### src/rtl/led_pkg.sv
// Shared types and constants for the LED sweep monitor.
// Pure definitions: no logic, no latency, no flow control.
package led_pkg;

   typedef enum logic {
      ACQUIRE = 1'b0,
      TRACK   = 1'b1
   } mon_state_t;

   localparam logic DIR_UP   = 1'b1;
   localparam logic DIR_DOWN = 1'b0;
   localparam int   LED_N    = 8;

endpackage

### src/rtl/onehot_decode.sv
// Combinational one-hot classifier: {valid (exactly one bit), zero, index}.
// Zero latency; no flow control.
module onehot_decode #(
   parameter int N  = 8,
   parameter int IW = $clog2(N)
) (
   input  logic [N-1:0]  vec,
   output logic          valid,
   output logic          zero,
   output logic [IW-1:0] index
);

   localparam logic [N-1:0] ONE = N'(1);

   always_comb begin
      zero  = (vec == '0);
      // clearing the lowest set bit leaves nothing only for a single-bit vector
      valid = !zero && ((vec & (vec - ONE)) == '0);
      index = '0;
      for (int i = 0; i < N; i++) begin
         if (vec[i]) index = IW'(i);
      end
   end

endmodule

### src/rtl/led_sweep_monitor.sv
// Checks a bouncing one-hot LED bus: tracks position/direction, flags bad steps, counts bounces/errors.
// Registered outputs one cycle after led_in is sampled; observe-only, never stalls the source.
module led_sweep_monitor
   import led_pkg::*;
#(
   parameter int N  = LED_N,
   parameter int CW = 16
) (
   input  logic                 clk,
   input  logic                 rst_n,
   input  logic [N-1:0]         led_in,
   input  logic                 clear,
   output logic [$clog2(N)-1:0] pos,
   output logic                 pos_valid,
   output logic                 dir,
   output logic                 locked,
   output logic                 step_err,
   output logic [CW-1:0]        bounce_count,
   output logic [CW-1:0]        err_count
);

   localparam int            PW      = $clog2(N);
   localparam logic [PW:0]   STEP    = 1;
   localparam logic [PW-1:0] TOP_IDX = PW'(N - 1);
   localparam logic [CW-1:0] CNT_ONE = 1;

   mon_state_t    state_q, state_d;
   logic [N-1:0]  last_q, last_d;
   logic [PW-1:0] pos_q, pos_d;
   logic          pos_valid_q, pos_valid_d;
   logic          dir_q, dir_d;
   logic          step_err_q, step_err_d;
   logic [CW-1:0] bounce_q, err_q;
   logic          bounce_inc, err_inc;
   logic          accept, acc_dir;

   logic          dec_valid, dec_zero;
   logic [PW-1:0] dec_idx;
   logic [PW:0]   pos_ext, idx_ext, exp_ext;

   onehot_decode #(.N(N), .IW(PW)) u_dec (
      .vec   (led_in),
      .valid (dec_valid),
      .zero  (dec_zero),
      .index (dec_idx)
   );

   // one extra bit so pos+/-1 at the ends never aliases onto a real index
   assign pos_ext = {1'b0, pos_q};
   assign idx_ext = {1'b0, dec_idx};
   assign exp_ext = (dir_q == DIR_UP) ? pos_ext + STEP : pos_ext - STEP;

   always_comb begin
      state_d     = state_q;
      last_d      = last_q;
      pos_d       = pos_q;
      pos_valid_d = pos_valid_q;
      dir_d       = dir_q;
      step_err_d  = 1'b0;
      bounce_inc  = 1'b0;
      err_inc     = 1'b0;
      accept      = 1'b0;
      acc_dir     = dir_q;

      if (led_in != last_q) begin
         last_d = led_in;
         unique case (state_q)
            ACQUIRE: begin
               if (dec_zero) begin
                  pos_valid_d = pos_valid_q;
               end else if (!dec_valid) begin
                  pos_valid_d = 1'b0;
               end else if (pos_valid_q &&
                            ((idx_ext == pos_ext + STEP) || (pos_ext == idx_ext + STEP))) begin
                  accept  = 1'b1;
                  acc_dir = (idx_ext > pos_ext) ? DIR_UP : DIR_DOWN;
                  state_d = TRACK;
               end else begin
                  pos_d       = dec_idx;
                  pos_valid_d = 1'b1;
               end
            end
            TRACK: begin
               if (dec_valid && (idx_ext == exp_ext)) begin
                  accept  = 1'b1;
                  acc_dir = dir_q;
               end else begin
                  step_err_d  = 1'b1;
                  err_inc     = 1'b1;
                  state_d     = ACQUIRE;
                  pos_valid_d = dec_valid;
                  if (dec_valid) pos_d = dec_idx;
               end
            end
            default: state_d = ACQUIRE;
         endcase
      end

      if (accept) begin
         pos_d       = dec_idx;
         pos_valid_d = 1'b1;
         if (dec_idx == TOP_IDX) begin
            dir_d      = DIR_DOWN;
            bounce_inc = 1'b1;
         end else if (dec_idx == '0) begin
            dir_d      = DIR_UP;
            bounce_inc = 1'b1;
         end else begin
            dir_d = acc_dir;
         end
      end
   end

   always_ff @(posedge clk or negedge rst_n) begin
      if (!rst_n) begin
         state_q     <= ACQUIRE;
         last_q      <= '0;
         pos_q       <= '0;
         pos_valid_q <= 1'b0;
         dir_q       <= DIR_DOWN;
         step_err_q  <= 1'b0;
      end else begin
         state_q     <= state_d;
         last_q      <= last_d;
         pos_q       <= pos_d;
         pos_valid_q <= pos_valid_d;
         dir_q       <= dir_d;
         step_err_q  <= step_err_d;
      end
   end

   // saturating counters; clear takes priority over a same-cycle increment
   always_ff @(posedge clk or negedge rst_n) begin
      if (!rst_n) begin
         bounce_q <= '0;
         err_q    <= '0;
      end else begin
         if (clear)                                bounce_q <= '0;
         else if (bounce_inc && (bounce_q != '1))  bounce_q <= bounce_q + CNT_ONE;
         if (clear)                                err_q    <= '0;
         else if (err_inc && (err_q != '1))        err_q    <= err_q + CNT_ONE;
      end
   end

   assign pos          = pos_q;
   assign pos_valid    = pos_valid_q;
   assign dir          = dir_q;
   assign locked       = (state_q == TRACK);
   assign step_err     = step_err_q;
   assign bounce_count = bounce_q;
   assign err_count    = err_q;

endmodule

### config.mk
export PLATFORM = sky130hd
export DESIGN_NAME = led_sweep_monitor
export DESIGN_NICKNAME = d
export VERILOG_FILES = /design/src/rtl/led_pkg.sv /design/src/rtl/onehot_decode.sv /design/src/rtl/led_sweep_monitor.sv
export SDC_FILE = /design/constraint.sdc
export NUM_CORES = 1
export LEC_CHECK = 0
export CAP_MARGIN = 5
export CORE_ASPECT_RATIO = 1.4
export CORE_MARGIN = 2
export CORE_UTILIZATION = 40
export CTS_CLUSTER_SIZE = 24
export DETAILED_ROUTE_END_ITERATION = 16
export MAX_ROUTING_LAYER = met4
export PLACE_DENSITY = 0.7
export REMOVE_ABC_BUFFERS = 1
export SLEW_MARGIN = 25
export SYNTH_ARGS = -nofsm -noshare
export SYNTH_HDL_FRONTEND = slang
export SYNTH_SLANG_ARGS = --single-unit
export TNS_END_PERCENT = 5
### constraint.sdc
create_clock -name clk -period 2.9 [get_ports clk]
set_clock_uncertainty 0.05 [all_clocks]
set_input_delay 0.29 -clock clk [delete_from_list [all_inputs] [get_ports clk]]
set_output_delay 0.29 -clock clk [all_outputs]
set_load 0.05 [all_outputs]
After elaboration in Yosys (flattened, before gate mapping)
Index checks and enable logic that the tools add are counted.
{"block": "classes", "n_addsub": 6, "magnitude_cmp": 1, "n_eq_ne": 17, "muxes": 47, "bitwise": 2, "reduce_logical": 17}
{"cell": "2-to-1 mux 16 bit", "count": 4}
{"cell": "2-to-1 mux 3 bit", "count": 11}
{"cell": "adder 16 x 1 -> 16 bit, second input constant", "count": 2}
{"cell": "!= test 16 bit, second input constant", "count": 2}
{"cell": "2-to-1 mux 1 bit", "count": 26}
{"cell": "logical NOT 8 bit", "count": 2}
{"cell": "!= test 4 bit, second input constant", "count": 4}
{"cell": "equality test 3 x 4 -> 1 bit", "count": 3}
{"cell": "!= test 3 bit, second input constant", "count": 4}
{"cell": "AND reduction 6 bit", "count": 2}
{"cell": "adder 3 x 1 -> 4 bit, second input constant", "count": 2}
{"cell": "AND 8 bit", "count": 1}
{"cell": "!= test 8 bit", "count": 1}
{"cell": "subtractor 8 x 1 -> 8 bit, second input constant", "count": 1}
{"cell": "!= test 3 x 1 -> 1 bit, second input constant", "count": 2}
{"cell": "one-hot mux 3 bit (2 select lines)", "count": 1}
{"cell": "nonzero test 2 bit", "count": 3}
{"cell": "logical AND 1 bit", "count": 5}
{"cell": "2-to-1 mux 2 bit", "count": 2}
{"cell": "2-to-1 mux 4 bit", "count": 1}
{"cell": "one-hot mux 1 bit (2 select lines)", "count": 2}
{"cell": "AND reduction 4 bit", "count": 1}
{"cell": "subtractor 3 x 1 -> 4 bit, second input constant", "count": 1}
{"cell": "equality test 3 bit, second input constant", "count": 1}
{"cell": "6 further kinds", "count": 6}
{"block": "totals", "ff_bits": 47, "input_bits": 11, "output_inout_bits": 39, "word_cells": 98}

Depth between registers and ports, before layout
{"block": "depth", "ltp_word": 20, "depth_mapped": 13, "depth_no_buf": 12}

Hierarchy
A second synthesis with hierarchy kept.
{"block": "unflattened", "cells_unflattened": 313, "hier_area_um2": 2831.5}
{"module": "led_sweep_monitor", "instances": 1, "cells_each": 294, "area_each_um2": 2702.6, "seq_area_each_um2": 1176.1}
{"module": "onehot_decode", "instances": 1, "cells_each": 19, "area_each_um2": 128.9, "seq_area_each_um2": 0.0}

Worst setup path before layout
Ideal clock, no wire load.
{"block": "synth_timing", "path_kind": "reg2reg", "startpoint": "register pos_q[1] (netlist: pos[1])", "endpoint": "register bounce_q[5] (netlist: bounce_count[5])", "setup_ns": 0.125, "arrival_ns": 3.029, "required_ns": 2.725, "path_slack_ns": -0.304, "path_stages_with_launch": 10, "n_path_buf": 0, "period_less_slack_ns": 3.204, "cell_sequence": "dfrtp_1 inv_1 ha_1 xnor2_1 xnor2_1 a2111oi_2 nand3_4 a211oi_4 and3_2 mux2_2"}
{"block": "synth_via", "elab_chain_cells": 12, "word_cells_on_any_way": 18, "cone_classes": "add/sub: 2; eq/ne: 3; mux: 8; reduce/logical: 5"}
{"item": "start: declaration", "line": "led_sweep_monitor.sv:29", "source": "logic [PW-1:0] pos_q, pos_d;"}
{"item": "start signal: assignment", "line": "led_sweep_monitor.sv:125", "source": "pos_q <= pos_d;"}
{"item": "adder 3 x 1 -> 4 bit", "line": "led_sweep_monitor.sv:51, led_sweep_monitor.sv:74"}
{"item": "equality test 3 x 4 -> 1 bit", "line": "led_sweep_monitor.sv:74", "source": "((idx_ext == pos_ext + STEP) || (pos_ext == idx_ext + STEP))) begin"}
{"item": "logical OR 1 bit", "line": "led_sweep_monitor.sv:74"}
{"item": "logical AND 1 bit", "line": "led_sweep_monitor.sv:73", "source": "end else if (pos_valid_q &&"}
{"item": "2-to-1 mux 1 bit", "line": "led_sweep_monitor.sv:73"}
{"item": "2-to-1 mux 1 bit", "line": "led_sweep_monitor.sv:71", "source": "end else if (!dec_valid) begin"}
{"item": "2-to-1 mux 1 bit", "line": "led_sweep_monitor.sv:69", "source": "if (dec_zero) begin"}
{"item": "one-hot mux 1 bit (2 select lines) *", "line": "led_sweep_monitor.sv:67", "source": "unique case (state_q)"}
{"item": "2-to-1 mux 1 bit *", "line": "led_sweep_monitor.sv:65", "source": "if (led_in != last_q) begin"}
{"item": "2-to-1 mux 1 bit *", "line": "led_sweep_monitor.sv:99", "source": "if (accept) begin"}
{"item": "logical AND 1 bit *", "line": "led_sweep_monitor.sv:139", "source": "else if (bounce_inc && (bounce_q != '1)) bounce_q <= bounce_q + CNT_ONE;"}
{"item": "nonzero test 2 bit (no source line) *"}
{"item": "end signal: assignment", "line": "led_sweep_monitor.sv:139"}
{"item": "end: declaration", "line": "led_sweep_monitor.sv:33", "source": "logic [CW-1:0] bounce_q, err_q;"}
Every way passes the cells marked *; elsewhere a longest branch is shown, timed or not.
A chain may end at the register's enable or synchronous reset.

Worst setup path in the final report
Same ends and word-level chain as after synthesis.

==> results.json <==
{
  "core-area_um2": 6982,
  "syn_inst": 299,
  "min_from": "led_in[5]",
  "critPathArrivalTime_ps": 2970,
  "hpwl_um": 5000,
  "crit_chain": "buf_6 -> ha_4 -> mux2i_1 -> xnor2_1 -> xnor2_1 -> a2111oi_2 -> buf_4 -> nand3_4 -> a211oi_4 -> and3_4 -> mux2_4",
  "async_flop_share_pct": 100.0,
  "cap_violations": 0,
  "grt_pass1_vias": 2449,
  "rr_worst_depth": 11,
  "finalSetupTns_ps": 0,
  "period_minus_slack_ps": 2827,
  "synth_mux_area_share_pct": 4.944,
  "rsz0062_at_grt": "true",
  "netlist_top_cells_area": "dfrtp_1, xor2_1, nor2_1, ha_1, xnor2_1",
  "vias": 2447,
  "ys_seq_area_share_pct": 40.76,
  "crit_required_ps": 3040,
  "netlist_area_um2": 2885,
  "status": "complete, no violations",
  "initial_core_util_pct": 41.33,
  "dominantRegCellSynth": "dfrtp_1",
  "slew_viol_final": 0,
  "hold_viol_final": 0,
  "worst_setup_path_start_kind": "flop",
  "synth_seq_cells": 47,
  "fin_hold_ws_ps": 231.4,
  "post-route-period-util_pct": 97.49,
  "crit_top_cell": "xnor2_1",
  "hold_path_depth": 2,
  "leakage_nw": 1.687,
  "critical_path_peak_fanout": 5,
  "postLayoutCellArea_um2": 3877,
  "cp-end-kind": "flop",
  "slew_headroom_pct": 59.46,
  "r2r_start": "pos[1]",
  "fillers": 633,
  "yosys.area_share.adder_pct": 4.337,
  "drive_gt1_share_pct": 24.22,
  "synth_top_family_by_area": "simple AND/OR/NAND/NOR gates",
  "clk_latency_ps": 300,
  "cts_num_sinks": 47,
  "final_common_cell": "dfrtp_1",
  "reg2reg_to": "bounce_count[5]",
  "routed_wl_um": 6818,
  "rrSetupSlack_ps": 70,
  "grt_overflow": 0,
  "ant_nets": 0,
  "power_mw": 1.422,
  "hold_path.class": "in -> reg",
  "ys_warn_count": 0,
  "io_buffers": 49,
  "synth_cell_type_count": 57,
  "syn_to_final_growth_pct": 34.39,
  "dieHeight_um": 104.5,
  "antenna_found_initial": 0,
  "drt_iter0_drc": 115,
  "yosys.area_share.xor_xnor_pct": 8.803,
  "grt_usage_pct": 18.81,
  "powerDensity_nw_per_um2": 366.7,
  "tightest_slew_ps": 608.1,
  "peakVddDrop_uv": 237.3,
  "tritoncts": "done",
  "rows": 36,
  "final_cell_mix": "dfrtp_1, clkdlybuf4s50_1, buf_4, nor2_1, nand2_1",
  "remaining_drc_errors": 0,
  "worstSetupPathType": "reg -> reg",
  "clockBufferDepth": 2,
  "clk_pin_slew_ps": 90,
  "synthSimpleGateAreaFrac_pct": 24.07,
  "synth_edf_count": 0,
  "synth_top_area_cell": "dfrtp_1",
  "crit_path_max_incr_delay_ps": 400,
  "grt_first_pass_wirelength_um": 11410,
  "cp_slowest_cell": "dfrtp_1",
  "place_congestion": 0.8713,
  "synth_compound_area_share_pct": 12.27,
  "io_pins": 50,
  "max_freq_ghz": 0.3537,
  "dp_cells": 461,
  "ctsHtreeMaxLevel": 2,
  "wl_per_cell_um": 14.23,
  "holdPathEnd": "last_q[5]",
  "place_area_um2": 3654,
  "synth_top_area_share_pct": 40.76,
  "nNetsFinal": 404,
  "clockRootBuffer": "clkbuf_8",
  "die_area_um2": 7918,
  "stdcell_count": 479,
  "cts_buffers": 5,
  "dieWidth_um": 75.78,
  "grt_start_max_net_pins": 28,
  "vias_per_cell": 5.109,
  "antenna_cells": 0,
  "postSynthAreaPerCell_um2": 9.650,
  "firstDrtPassIters": 4,
  "setup_viol": 0
}
==> power breakdown <==
| part | switching (mW) | leakage [nW] | total (mW) | internal, mW |
|---|---|---|---|---|
| clock | 0.231 | 0.0412 | 0.400 | 0.169 |
| combinational | 0.179 | 1.02 | 0.342 | 0.163 |
| sequential | 0.0123 | 0.624 | 0.680 | 0.668 |
| total | 0.422 | 1.69 | 1.42 | 1.00 |
==> what timing repair did <==
action,in CTS,in global routing
pin swaps,9,11
endpoints found under the setup margin,13,13
resized for setup,13,16
buffers inserted,4,5
hold buffers,1,0
hold endpoints to repair,23,0
==> synth_stat cells, types with 10 or more instances <==
master / instances
dfrtp_1: 47
nor2_1: 34
nand2_1: 22
xor2_1: 18
a21oi_1: 17
clkbuf_1: 11
nor2b_1: 11
xnor2_1: 11
ha_1: 10
nand3_1: 10
nand4_1: 10
o21ai_0: 10
==> worst max-delay path by stage <==
stage	startpoint	endpoint	slack, ps	cells after the start
floorplan	pos[1]	bounce_count[5]	-300	9
global placement	led_in[5]	bounce_count[5]	-450	13
detailed placement	led_in[5]	bounce_count[5]	-530	13
CTS	led_in[5]	bounce_count[5]	20	13
global route	pos[1]	bounce_count[5]	-30	11
finish	pos[1]	bounce_count[5]	70	11
==> worst max-delay path, delay by kind of cell (launching register included) <==
family                     cells  cell delay (ps)
and+or+nand+nor                2              320
adders and majority gates      1              150
muxes                          2              450
DFF                            1              400
buffers and inverters          2              330
xor gates and xnor gates       2              280
AOI/OAI and AO/OA              2              740
==> metal layers <==
| layer | track usage, % | share of wire [%] | wire, um | up-vias |
|---|---|---|---|---|
| li1 | - | - | - | 1204 |
| met1 | 21.92 | 40 | 2706 | 1178 |
| met2 | 30.97 | 54 | 3702 | 51 |
| met3 | 2.616 | 3.2 | 220 | 14 |
| met4 | 8.647 | 2.8 | 188 | 0 |
| met5 | - | 0 | 0 | - |
==> kinds of logic (layout without fill, tap and decap cells) <==
logic type | count (synthesis) | in the layout
AO/OA/AOI/OAI | 47 | 47
buffers and inverters | 27 | 112
XOR/XNOR | 29 | 29
multiplexers | 13 | 13
adder cells (fa/ha/maj) | 10 | 10
AND/OR/NAND/NOR | 126 | 126
flip-flops | 47 | 47
==> state kept, by name, summed over array words and instances, names as in the netlist <==
name and count:
bounce_count 16, err_count 16, last_q 8, pos 3, dir 1, locked 1, pos_valid 1, step_err 1
==> area by class of cell <==
class | count | area (um2) | area share (%)
well taps | 95 | 118.9 | 3.066
multi-input cells | 225 | 1620 | 41.79
flip-flops and latches | 47 | 1177 | 30.36
inverters | 10 | 40.04 | 1.033
clock inverters | 2 | 12.51 | 0.3227
repair buffers | 94 | 835.8 | 21.56
clock buffers | 6 | 72.57 | 1.872
==> metrics by stage <==
step / util (%) / setup slack, ps
2_1_floorplan: - / -303.8
3_3_place_gp: 52.33 / -445.4
3_5_place_dp: 52.33 / -525.9
4_1_cts: 54.48 / 21.38
5_1_grt: 55.54 / -30.64
6_report: 55.54 / 72.76
Power figures use the tool's default switching activity.
==> variant: new RTL, same settings <==
`LED_N`: 8 -> 4.
--- a/src/rtl/led_pkg.sv
+++ b/src/rtl/led_pkg.sv
@@ -11,3 +11,3 @@
    localparam logic DIR_DOWN = 1'b0;
-   localparam int   LED_N    = 8;
+   localparam int   LED_N    = 4;
 
Ports: changed (resized led_in and pos); port bits go from 50 to 45. The function was not compared with the original's and may differ.
==> variant against the original RTL <==
- worst setup slack improved by 79 ps
- combinational power rose by 3%
- final area fell by 15%
- via count fell by 4.6%
- synthesized cell count fell by 7.7%
- power fell by 2.4%
- wire length fell by 9.7%
- utilization fell by 1.6 points
- sequential cell count fell by 5
- area after synthesis fell by 13%
- critical path type is now in -> reg
- critical endpoint is now bounce_count[8]
==> variant: results (changes against the original RTL) <==
Inst Count DP=389 (was 461); worst reg2reg path depth=9 (was 11); grt met3 use=1.96% (was 2.62%); worst min path class=in -> async (was in -> reg); Iteration-0 DRC Markers=60 (was 115); fraction of area in multi-input gates=41.1% (was 41.8%); postcts setup bufs=0 (was 4); Core Area=6130 um^2 (was 6980 um^2); Tcrit/Tclk final=94.8% (was 97.5%); I/O Buffers=44 (was 49); fill cell count=581 (was 633); status=complete, no violations (unchanged); max_slew headroom=64.2% (was 59.5%); ratio of cells with drive above 1 in the final layout=13.7% (was 24.2%); M1 WL=2680 um (was 2710 um); Area contributors post-synth=dfrtp_1 42%, a21oi_1 5.2%, or4_1 5.1% (was dfrtp_1 41%, xor2_1 5.5%, nor2_1 4.4%); DP Worst Slack=-229 ps (was -526 ps); fin area=3300 um^2 (was 3880 um^2); number of global-route vias before repair=2087 (was 2449); DP Wirelength=4120 um (was 5000 um); crit path launch=led_in[1] (was pos[1]); Vias=2335 (was 2447); Synth cell types=43 (was 57); Mean Syn Cell Area=9.10 um^2 (was 9.65 um^2); GRT met2 Usage=31.0% (about the same); met1 usage=22.3% (was 21.9%); first-pass GRT wire length=10000 um (was 11400 um); Reg area=1050 um^2 (was 1180 um^2); reg2reg setup slack=170 ps (was 70 ps); met2 WL=3220 um (was 3700 um); final RePlAce weighted congestion=0.835 (was 0.871); All-Layer GR Usage=18.0% (was 18.8%); Detailed Routing Iterations Pass 1=6 (was 4); Nets=342 (was 404); Leak=0.00132 uW (was 0.00169 uW); Clock buf/inv share=2.88% (was 2.19%); slowest stage delay, CP=500 ps (was 400 ps)
[variant: cell types whose count changed in the layout (fill, tap and decap cells not counted), moves of 7 or more]
cell / change
nand2_1: -8
nor2_1: -21
xnor2_1: -10
o31ai_1: +15
xor2_1: -11
o21ai_0: +7
buf_4: -23
a21oi_1: +8
or4_1: +16
[variant: logic make-up after synthesis]
logic type / after synthesis / share of synthesized area, %
buf+inv: 32 / 5.73
flops: 42 / 41.8
simple gates: 110 / 25.9
xor+xnor: 8 / 2.79
fa+ha+maj: 8 / 3.98
compound gates: 72 / 18.0
mux: 4 / 1.74
[variant: power breakdown]
part | internal, uW | total (uW) | leakage [uW] | switching, uW
registers | 605 | 628 | 0.000569 | 23.4
logic | 142 | 352 | 0.000699 | 210
clock network | 192 | 408 | 0.0000472 | 216
total | 939 | 1390 | 0.00132 | 450
[variant: repair_timing]
action	4_1_cts	5_1_grt
hold buffers	0	1
endpoints found under the setup margin	0	12
hold endpoints to repair	0	42
resized for setup	0	7
